## src/rtl/control_escrituras_mem_externa_pkg.sv

```systemverilog
// Shared types and defaults for the external-memory write controller.
package control_escrituras_mem_externa_pkg;

  typedef enum logic [2:0] {
    E_INICIO           = 3'd0,
    E_ESPERA_DATO      = 3'd1,
    E_LEER_BUFFER      = 3'd2,
    E_CAPTURA          = 3'd3,
    E_ESCRITURA        = 3'd4,
    E_ESPERA_ESCRITURA = 3'd5,
    E_FIN              = 3'd6
  } estado_t;

  localparam int unsigned INCREMENTO_DIRECCION_DEF = 4;

endpackage

```

## src/rtl/registro_sumador_dinamico_async.sv

```systemverilog
// Loadable accumulator register: loads a base value, or adds a fixed step on request.
module registro_sumador_dinamico_async #(
  parameter int unsigned BITS          = 24,
  parameter int unsigned CANTIDAD_SUMA = 1
) (
  input  logic            clk,
  input  logic            reset,
  input  logic            i_cargar,
  input  logic [BITS-1:0] i_valor_carga,
  input  logic            i_sumar,
  output logic [BITS-1:0] o_valor
);

  logic [BITS-1:0] r_valor;

  // Load has priority over add; the sum wraps silently at the register width.
  always_ff @(posedge clk or posedge reset) begin
    if (reset)
      r_valor <= '0;
    else if (i_cargar)
      r_valor <= i_valor_carga;
    else if (i_sumar)
      r_valor <= r_valor + BITS'(CANTIDAD_SUMA);
  end

  assign o_valor = r_valor;

endmodule

```

## src/rtl/control_escrituras_mem_externa.sv

```systemverilog
// Drains the result buffer into external memory, one word per write request.
module control_escrituras_mem_externa
  import control_escrituras_mem_externa_pkg::*;
#(
  parameter int unsigned BITS_DIRECCION_MEM   = 24,
  parameter int unsigned BITS_DATOS_MEM       = 32,
  parameter int unsigned INCREMENTO_DIRECCION = INCREMENTO_DIRECCION_DEF
) (
  input  logic                          clk,
  input  logic                          reset,
  input  logic                          iniciar,
  input  logic [BITS_DIRECCION_MEM-1:0] direccion_mem_destino_img,
  input  logic [BITS_DIRECCION_MEM-1:0] escrituras_totales_mem,
  input  logic                          buf_data_available,
  input  logic [BITS_DATOS_MEM-1:0]     buf_data,
  input  logic                          escritura_mem_completada,
  output logic                          read_buf,
  output logic                          write_mem,
  output logic [BITS_DIRECCION_MEM-1:0] address_mem,
  output logic [BITS_DATOS_MEM-1:0]     write_data_mem,
  output logic                          proceso_terminado
);

  estado_t                       r_estado, w_estado_sig;
  logic [BITS_DIRECCION_MEM-1:0] r_total;
  logic [BITS_DATOS_MEM-1:0]     r_datos;
  logic [BITS_DIRECCION_MEM-1:0] w_contador;
  logic                          w_cargar;
  logic                          w_ack;

  assign w_cargar = (r_estado == E_INICIO) && iniciar;
  // An ack counts only while a write is actually outstanding.
  assign w_ack    = ((r_estado == E_ESCRITURA) || (r_estado == E_ESPERA_ESCRITURA))
                    && escritura_mem_completada;

  registro_sumador_dinamico_async #(
    .BITS          (BITS_DIRECCION_MEM),
    .CANTIDAD_SUMA (INCREMENTO_DIRECCION)
  ) u_direccion (
    .clk           (clk),
    .reset         (reset),
    .i_cargar      (w_cargar),
    .i_valor_carga (direccion_mem_destino_img),
    .i_sumar       (w_ack),
    .o_valor       (address_mem)
  );

  registro_sumador_dinamico_async #(
    .BITS          (BITS_DIRECCION_MEM),
    .CANTIDAD_SUMA (1)
  ) u_contador (
    .clk           (clk),
    .reset         (reset),
    .i_cargar      (w_cargar),
    .i_valor_carga ('0),
    .i_sumar       (w_ack),
    .o_valor       (w_contador)
  );

  // State register.
  always_ff @(posedge clk or posedge reset) begin
    if (reset) r_estado <= E_INICIO;
    else       r_estado <= w_estado_sig;
  end

  // Latch the requested write count at start.
  always_ff @(posedge clk or posedge reset) begin
    if (reset)         r_total <= '0;
    else if (w_cargar) r_total <= escrituras_totales_mem;
  end

  // Capture buffer data exactly one cycle after the pop; held until the next capture.
  always_ff @(posedge clk or posedge reset) begin
    if (reset)                       r_datos <= '0;
    else if (r_estado == E_CAPTURA)  r_datos <= buf_data;
  end

  assign write_data_mem = r_datos;

  // Next-state and Moore output decode.
  always_comb begin
    w_estado_sig      = r_estado;
    read_buf          = 1'b0;
    write_mem         = 1'b0;
    proceso_terminado = 1'b0;
    case (r_estado)
      E_INICIO: begin
        if (iniciar)
          w_estado_sig = (escrituras_totales_mem == '0) ? E_FIN : E_ESPERA_DATO;
      end
      E_ESPERA_DATO: begin
        if (w_contador == r_total)   w_estado_sig = E_FIN;
        else if (buf_data_available) w_estado_sig = E_LEER_BUFFER;
      end
      E_LEER_BUFFER: begin
        read_buf     = 1'b1;
        w_estado_sig = E_CAPTURA;
      end
      E_CAPTURA: w_estado_sig = E_ESCRITURA;
      E_ESCRITURA: begin
        write_mem    = 1'b1;
        w_estado_sig = w_ack ? E_ESPERA_DATO : E_ESPERA_ESCRITURA;
      end
      E_ESPERA_ESCRITURA: begin
        if (w_ack) w_estado_sig = E_ESPERA_DATO;
      end
      E_FIN: begin
        proceso_terminado = 1'b1;
        w_estado_sig      = E_INICIO;
      end
      default: w_estado_sig = E_INICIO;
    endcase
  end

endmodule

```

## config.mk

```make
export PLATFORM = sky130hd
export DESIGN_NAME = control_escrituras_mem_externa
export DESIGN_NICKNAME = d
export VERILOG_FILES = /design/src/rtl/control_escrituras_mem_externa_pkg.sv /design/src/rtl/registro_sumador_dinamico_async.sv /design/src/rtl/control_escrituras_mem_externa.sv
export SDC_FILE = /design/constraint.sdc
export NUM_CORES = 1
export LEC_CHECK = 0
export BUFFER_PORTS_ARGS = -buffer_cell sky130_fd_sc_hd__buf_2
export CORE_MARGIN = 2
export CORE_UTILIZATION = 30
export DETAILED_ROUTE_END_ITERATION = 16
export PLACE_DENSITY = 0.62
export RECOVER_POWER = 100
export SLEW_MARGIN = 10
export SYNTH_ARGS = -nofsm -noshare
export SYNTH_HDL_FRONTEND = slang
export SYNTH_SLANG_ARGS = --single-unit
export TNS_END_PERCENT = 5
```

## constraint.sdc

```tcl
create_clock -name clk -period 7.15 [get_ports clk]
set_clock_uncertainty 0.1 [all_clocks]
set_input_delay 0.3575 -clock clk [delete_from_list [all_inputs] [get_ports clk]]
set_output_delay 0.3575 -clock clk [all_outputs]
set_load 0.1 [all_outputs]
```

# ---- Word level (Yosys, flattened, before mapping)
# Index checks and enable logic that the tools add are counted.
dict set report classes {
  n_addsub 2
  eq_ne 10
  n_mux 14
  n_reduce_logical 7
}
# op count
set op_table {}
lappend op_table {{2-to-1 mux 24 bit} 4}
lappend op_table {{adder 24 x 1 -> 24 bit (second input constant)} 1}
lappend op_table {{adder 24 x 3 -> 24 bit (second input constant)} 1}
lappend op_table {{== test 24 bit} 1}
lappend op_table {{logical NOT 24 bit} 1}
lappend op_table {{2-to-1 mux 3 bit} 6}
lappend op_table {{one-hot mux 3 bit (6 select lines)} 1}
lappend op_table {{== test 3 bit (second input constant)} 3}
lappend op_table {{== test 3 x 2 -> 1 bit (second input constant)} 2}
lappend op_table {{!= test 2 bit (second input constant)} 2}
lappend op_table {{== test 3 x 1 -> 1 bit (second input constant)} 1}
lappend op_table {{logical NOT 3 bit} 1}
lappend op_table {{2-to-1 mux 1 bit} 3}
lappend op_table {{!= test 3 bit (second input constant)} 1}
lappend op_table {{AND reduction 3 bit} 1}
lappend op_table {{logical AND 1 bit} 2}
lappend op_table {{nonzero test 2 bit} 1}
lappend op_table {{logical OR 1 bit} 1}
dict set report totals {
  regBits 107
  input_bits 85
  output_inout_bits 59
  elab_cells 38
}

# ---- Longest topological paths before layout
# Gate-level depths: netlist of run 1.
dict set report depth {
  word_depth 5
  depth_mapped 7
}

# ---- Modules after synthesis
# A second synthesis of run 1 with hierarchy kept.
dict set report hier_totals {
  cells_unflattened 488
  area_unflattened_um2 5441.5
}
# module n_inst cells_per_inst area_per_inst_um2 seq_area_each_um2
set modules_own_cells {}
lappend modules_own_cells {control_escrituras_mem_externa 1 193 2686.3 1476.4}
lappend modules_own_cells {{registro_sumador_dinamico_async at u_contador} 1 152 1380.1 600.6}
lappend modules_own_cells {{registro_sumador_dinamico_async at u_direccion} 1 143 1375.1 600.6}

# ---- Worst setup path before layout of run 1
# Ideal clock, no wire load.
dict set report synth_timing {
  path_kind {register to output}
  startpoint {register r_estado[0]}
  endpoint {output read_buf}
  t_arrival_ns 2.769
  path_slack_ns 3.923
  path_stages_with_launch 3
  path_cell_list {dfrtp_1 -> clkbuf_1 -> nor3b_1}
}
dict set report synth_via {
  elab_chain_len 2
}
# item line
set synth_lines {}
lappend synth_lines {{start: declaration} control_escrituras_mem_externa.sv:24} ;# estado_t r_estado, w_estado_sig;
lappend synth_lines {{start signal: assignment} control_escrituras_mem_externa.sv:63} ;# else r_estado <= w_estado_sig;
lappend synth_lines {{== test 3 x 2 -> 1 bit} control_escrituras_mem_externa.sv:86} ;# case (r_estado)
lappend synth_lines {{2-to-1 mux 1 bit} control_escrituras_mem_externa.sv:86}
lappend synth_lines {{end: declaration} control_escrituras_mem_externa.sv:17} ;# output logic read_buf,
# No other way between the ends.

# ---- Worst setup path in the final report of run 1
dict set report layout_timing {
  startpoint {register r_estado[2]}
  endpoint {register u_direccion.r_valor[14] (netlist: u_direccion.o_valor[14])}
}
dict set report layout_via {
  elab_chain_len 4
  word_cells_on_any_way 8
  cone_classes {eq/ne: 2; mux: 1; reduce/logical: 5}
}
# item line
set layout_lines {}
lappend layout_lines {{== test 3 bit} control_escrituras_mem_externa.sv:33} ;# assign w_ack = ((r_estado == E_ESCRITURA) || (r_estado == E_ESPERA_ESCRITURA))
lappend layout_lines {{logical OR 1 bit} control_escrituras_mem_externa.sv:33}
lappend layout_lines {{logical AND 1 bit} control_escrituras_mem_externa.sv:34} ;# && escritura_mem_completada;
lappend layout_lines {{nonzero test 2 bit (no line)} -}
lappend layout_lines {{end signal: assignment} registro_sumador_dinamico_async.sv:21} ;# r_valor <= i_valor_carga;
lappend layout_lines {{end signal: assignment} registro_sumador_dinamico_async.sv:23} ;# r_valor <= r_valor + BITS'(CANTIDAD_SUMA);
lappend layout_lines {{end: declaration} registro_sumador_dinamico_async.sv:14} ;# logic [BITS-1:0] r_valor;
# Several ways; a longest one is shown, not always the timed one.
# A chain may end at the register's enable or synchronous reset.

==> run_results.csv, run 1 <==
group,metric,value,unit
hold_path,hold_depth,3,
die,die_area,17900,µm²
die,fp.dieW,133.8,µm
timing,drv_slew,155,
clock_network,clk_latency,0.35,ns
detailed_routing,wl,12120,µm
synthesis,ys.flop_type,"dfrtp_1",
global_routing,grt-ovfl-total,0,
global_routing,grt_first_pass_wirelength,20000,µm
critical_path,worstSetupPathType,"reg -> reg",
critical_path,crit_path_end_kind,"flip-flop",
global_routing,antenna_found_initial,0,
clock_network,clock_tree.buffer_depth,2,
status,violations,"capacitance limit, slew limit",
timing,setup_ws,3.387,ns
clock_network,cts-root-buf,"clkbuf_16",
final_layout,layout.cells.most_common_list,"108 x nand2_1, 107 x dfrtp_1, 83 x buf_2",
clock_network,cts_made_buffers,9,
final_layout,antenna_cells,0,
place,gp_congestion,0.7591,
final_layout,syn_to_final_growth,22.55,%
global_routing,grt_max_degree,78,
critical_path,worstRegToRegCells,5,
critical_path,cp_max_fo,73,
final_layout,drive_gt1_share,21.91,%
detailed_routing,drc,0,
critical_path,worstPathRequired,7.15,ns
clock_network,cts_tree,"built",
die,start_util,30.59,%
global_routing,grt_usage,13.94,%
global_routing,grt_pass1_vias,3979,
hold_path,hold_class,"in -> reg",
timing,setup_viol,0,
synthesis,ys_warn_count,0,
synthesis,synthDistinctLibCells,40,
clock_network,cts_hold_buf,1,
synthesis,syn_area,5055,µm²
final_layout,nets,722,
critical_path,start_kind,"flip-flop",
clock_network,cts.sinks,107,
timing,tns,0,ns
detailed_routing,drtIter0Drc,165,
final_layout,nFillCells,1711,
clock_network,cts_setup_buffers,0,
final_layout,layout_commonest_cell,"nand2_1",
synthesis,async_flop_share,100.0,%
flow_run,max-cap-violations,3,
clock_network,ctsResizeCount,0,
synthesis,synth_edf_count,0,
detailed_routing,ant_nets,0,
place,dp_hpwl,8676,µm
detailed_routing,avgRoutedWirePerCell,14.11,µm
detailed_routing,routed_via_density,4.609,
timing,tightest_slew,2.908,ns
timing,min_period_over_period,52.63,%
synthesis,ys_seq_area_share,52.97,%
timing,hold_violations,0,
critical_path,worstPathArrival,3.77,ns
die,coreArea,16520,µm²
detailed_routing,drtPass1Iterations,4,
synthesis,post_synth.cell_area_avg,10.15,µm²
clock_network,clkTransAtPathRegs,0.07,ns
synthesis,syn_nets,585,
status,outcome,"complete, but fails checks",
place,detailedPlace.worstSlack,4.934,ns
timing,rsz0062_at_grt,"no",
die,die_y,133.8,µm
critical_path,r2r_setup_slack,3.39,ns
synthesis,syn_inst,498,
timing,min_period,3.763,ns
clock_network,htreeDepth,3,
synthesis,ys_ff_latch,107,
die,rows,47,
timing,slew_headroom,-93.84,%
detailed_routing,vias,3959,
timing,fmax,265.7,MHz
place,numPortBuffers,143,
die,num_io_pins,144,
flip-flops by register name (all words and copies together), names as in the netlist:
signal               flops
write_data_mem          32
r_total                 24
u_contador.o_valor      24
u_direccion.o_valor     24
r_estado                 3
critical path, stage by stage, from the launching register on:
cell      delay (ns)
dfrtp_1         0.49
nor2_1          0.26
nand2_1         0.15
nor2_4          0.09
clkbuf_1        2.05
o21ai_0         0.34
cells in the mapped netlist, drive strengths merged, types with 2 or more instances:
master / number / area [µm²]
and4: 5 / 43.79
a21oi: 11 / 55.05
nor3: 5 / 46.30
xnor2: 14 / 122.6
nand3: 15 / 75.07
dfrtp: 107 / 2678
and3: 7 / 43.79
nor4: 15 / 123.9
buf: 5 / 28.78
inv: 10 / 37.54
xor2: 53 / 464.2
nor2: 45 / 168.9
ha: 2 / 25.02
o21ai: 14 / 70.06
mux2: 32 / 360.4
nand2: 108 / 405.4
clkbuf: 16 / 60.06
nand3b: 2 / 18.77
nand4: 18 / 112.6
final cells by class:
type	instances	area, µm²	area share, %
sequential	107	2678	43.22
multi-input combinational	360	2258	36.46
timing repair buffer	147	665.6	10.75
tap	220	275.3	4.444
clock buffer	12	256.5	4.141
inverter	10	38.79	0.6261
clock inverter	3	22.52	0.3636
per-stage QoR:
stage | utilization, % | std cells | cell area (µm²) | hold slack, ns
floorplan | - | 498 | 5055 | 0.3629
global placement | 36.28 | 843 | 5995 | 0.2781
detailed placement | 36.28 | 843 | 5995 | 0.2759
CTS | 38.03 | 859 | 6284 | 0.09900
global route | 37.49 | 859 | 6195 | 0.1014
finish | 37.49 | 859 | 6195 | 0.1070
per-layer routing:
layer  part of all wire, %  GRT usage, %  wire length, µm  vias to the layer above
li1                      -             -                -                     1949
met1                    46         18.25             5578                     1892
met2                    48         22.79             5780                      109
met3                   5.4         3.666              658                        9
met4                  0.87         4.019              105                        0
met5                     0             0                0                        -
path summary, 6_finish.rpt:
check / end / startpoint
max: u_direccion.o_valor[14]$_DFFE_PP0P_ / r_estado[2]$_DFFE_PP0P_
min: u_direccion.o_valor[1]$_DFFE_PP0P_ / direccion_mem_destino_img[1]
max reg2reg: u_direccion.o_valor[14]$_DFFE_PP0P_ / r_estado[2]$_DFFE_PP0P_
min reg2reg: u_direccion.o_valor[0]$_DFFE_PP0P_ / u_direccion.o_valor[0]$_DFFE_PP0P_
max in group asynchronous: u_direccion.o_valor[16]$_DFFE_PP0P_ / reset
min in group asynchronous: write_data_mem[15]$_DFFE_PP0N_ / reset
cell families (layout without fill, tap and decap cells):
kind of cell,count (synthesis),after routing,synth area share [%]
compound gates,32,32,3.589
xor+xnor,67,67,11.61
fa+ha+maj,2,2,0.4950
buf+inv,31,172,2.500
flops,107,107,52.97
mux,32,32,7.129
simple gates,227,227,21.71
Power of run 1 is left out: the tool's default activity adds up to more than one toggle a clock period on the data nets, which glitch-free logic cannot reach.
==> run 2: changes to the inputs <==
- clock period: 7.15 -> 3.7 ns (I/O delays scaled with it)
==> run_results.csv, run 2 (synthesized netlist as in run 1, its figures left out) <==
group,metric,value,unit
critical_path,cp_cell_sequence,"nand3b_1 > nor4_1 > nand4_1 > xor2_1 > o21ai_0",
clock_network,htreeDepth,3,
place,gp_congestion,0.7340,
clock_network,clk_latency,0.35,ns
timing,rsz0062_at_grt,"no",
detailed_routing,routed_via_density,4.556,
timing,setup_ws,1.001,ns
die,die_area,17900,µm²
critical_path,start_kind,"flip-flop",
critical_path,worstSetupPathType,"reg -> reg",
place,detailedPlace.worstSlack,1.523,ns
timing,hold_violations,0,
detailed_routing,drtIter0Drc,113,
critical_path,cp_top_family,"simple AND/OR/NAND/NOR gates",
global_routing,grt_usage,15.48,%
die,rows,47,
status,outcome,"complete, but fails checks",
hold_path,hold_class,"in -> reg",
final_layout,drive_gt1_share,18.75,%
global_routing,grt_pass1_vias,4450,
status,violations,"capacitance limit, slew limit",
die,num_io_pins,144,
timing,min_period_over_period,72.96,%
critical_path,cp_max_fo,11,
final_layout,syn_to_final_growth,38.64,%
die,die_y,133.8,µm
critical_path,slowest_delay,1.05,ns
detailed_routing,drtPass1Iterations,4,
place,numPortBuffers,143,
detailed_routing,drc,0,
clock_network,cts_made_buffers,9,
clock_network,cts_tree,"built",
timing,tns,0,ns
flow_run,max-cap-violations,2,
clock_network,clkTransAtPathRegs,0.07,ns
die,fp.dieW,133.8,µm
timing,hold-worst-slack,0.01679,ns
critical_path,crit_path_end_kind,"flip-flop",
detailed_routing,vias,4283,
critical_path,critical_path_buf_inv_count,0,
detailed_routing,avgRoutedWirePerCell,14.31,µm
critical_path,worstPathArrival,2.87,ns
timing,setup_viol,0,
global_routing,grt-ovfl-total,0,
final_layout,largest_register_ffs,32,
timing,fmax,370.4,MHz
critical_path,crit_slowest_cell,"nor4_1",
final_layout,layout.cells.most_common_list,"108 x nand2_1, 107 x dfrtp_1, 82 x buf_2",
timing,tightest_slew,1.772,ns
die,coreArea,16520,µm²
detailed_routing,ant_nets,0,
final_layout,antenna_cells,0,
timing,drv_slew,116,
clock_network,cts.sinks,107,
global_routing,antenna_found_initial,1,
final_layout,post-route-util,42.41,%
timing,min_period,2.699,ns
clock_network,cts-root-buf,"clkbuf_16",
global_routing,grt_max_degree,83,
final_layout,nets,803,
timing,slew_headroom,-18.15,%
die,start_util,30.59,%
critical_path,worstPathRequired,3.87,ns
global_routing,grt_first_pass_wirelength,22090,µm
detailed_routing,wl,13450,µm
clock_network,clock_tree.buffer_depth,2,
final_layout,layout_commonest_cell,"nand2_1",
place,dp_hpwl,8870,µm
## run 2: changes by cell type in the layout (fill, tap and decap cells not counted), sizes merged
cell         previous run  this run
buf                    84        83
clkbuf                 74        77
bufinv                  0         3
clkinv                  2         1
dlygate4sd3             1        79
clkinvlp                1         0
## run 2: per-stage QoR
stage	instances	instance area [µm²]
2_1_floorplan	498	5055
3_3_place_gp	846	6017
3_5_place_dp	846	6017
4_1_cts	940	7149
5_1_grt	940	7008
6_report	940	7008
## run 2: worst paths after layout
kind | from | to | slack (ns) | cells after the start
max | r_estado[1]$_DFFE_PP0P_ | u_direccion.o_valor[21]$_DFFE_PP0P_ | 1.00 | 5
min | direccion_mem_destino_img[3] | u_direccion.o_valor[3]$_DFFE_PP0P_ | 0.02 | 3
max reg2reg | r_estado[1]$_DFFE_PP0P_ | u_direccion.o_valor[21]$_DFFE_PP0P_ | 1.00 | 5
min reg2reg | u_direccion.o_valor[0]$_DFFE_PP0P_ | u_direccion.o_valor[0]$_DFFE_PP0P_ | 0.38 | 2
max in group asynchronous | reset | u_direccion.o_valor[18]$_DFFE_PP0P_ | 1.56 | 3
min in group asynchronous | reset | write_data_mem[17]$_DFFE_PP0N_ | 0.29 | 2
## run 2: worst min-delay path, delay by kind of cell
| kind | cells | cell delay, ns |
|---|---|---|
| compound gates | 1 | 0.12 |
| simple gates | 1 | 0.04 |
| buf+inv | 1 | 0.07 |
## run 2: repair_timing
action	4_1_cts	5_1_grt
hold endpoints to repair	79	0
setup buffers	0	0
setup endpoints to repair	0	0
hold buffers	79	0
resized for setup	0	0
## run 2: layout make-up
class                   instances  area (µm²)
repair buffers                228        1456
multi-input cells             360        2220
clock buffers                  11       242.7
inverters                      10       37.54
clock inverters                 4       98.84
flip-flops and latches        107        2678
well taps                     220       275.3
fillers                      1629        9517
## run 2: metal layers
metal	GRT usage, %	routed length [µm]	vias up
li1	-	-	2106
met5	0	13	-
met1	19.57	5995	2047
met3	3.893	677	20
met2	26.35	6533	108
met4	4.314	229	2
Power of run 2 is left out for the same reason.
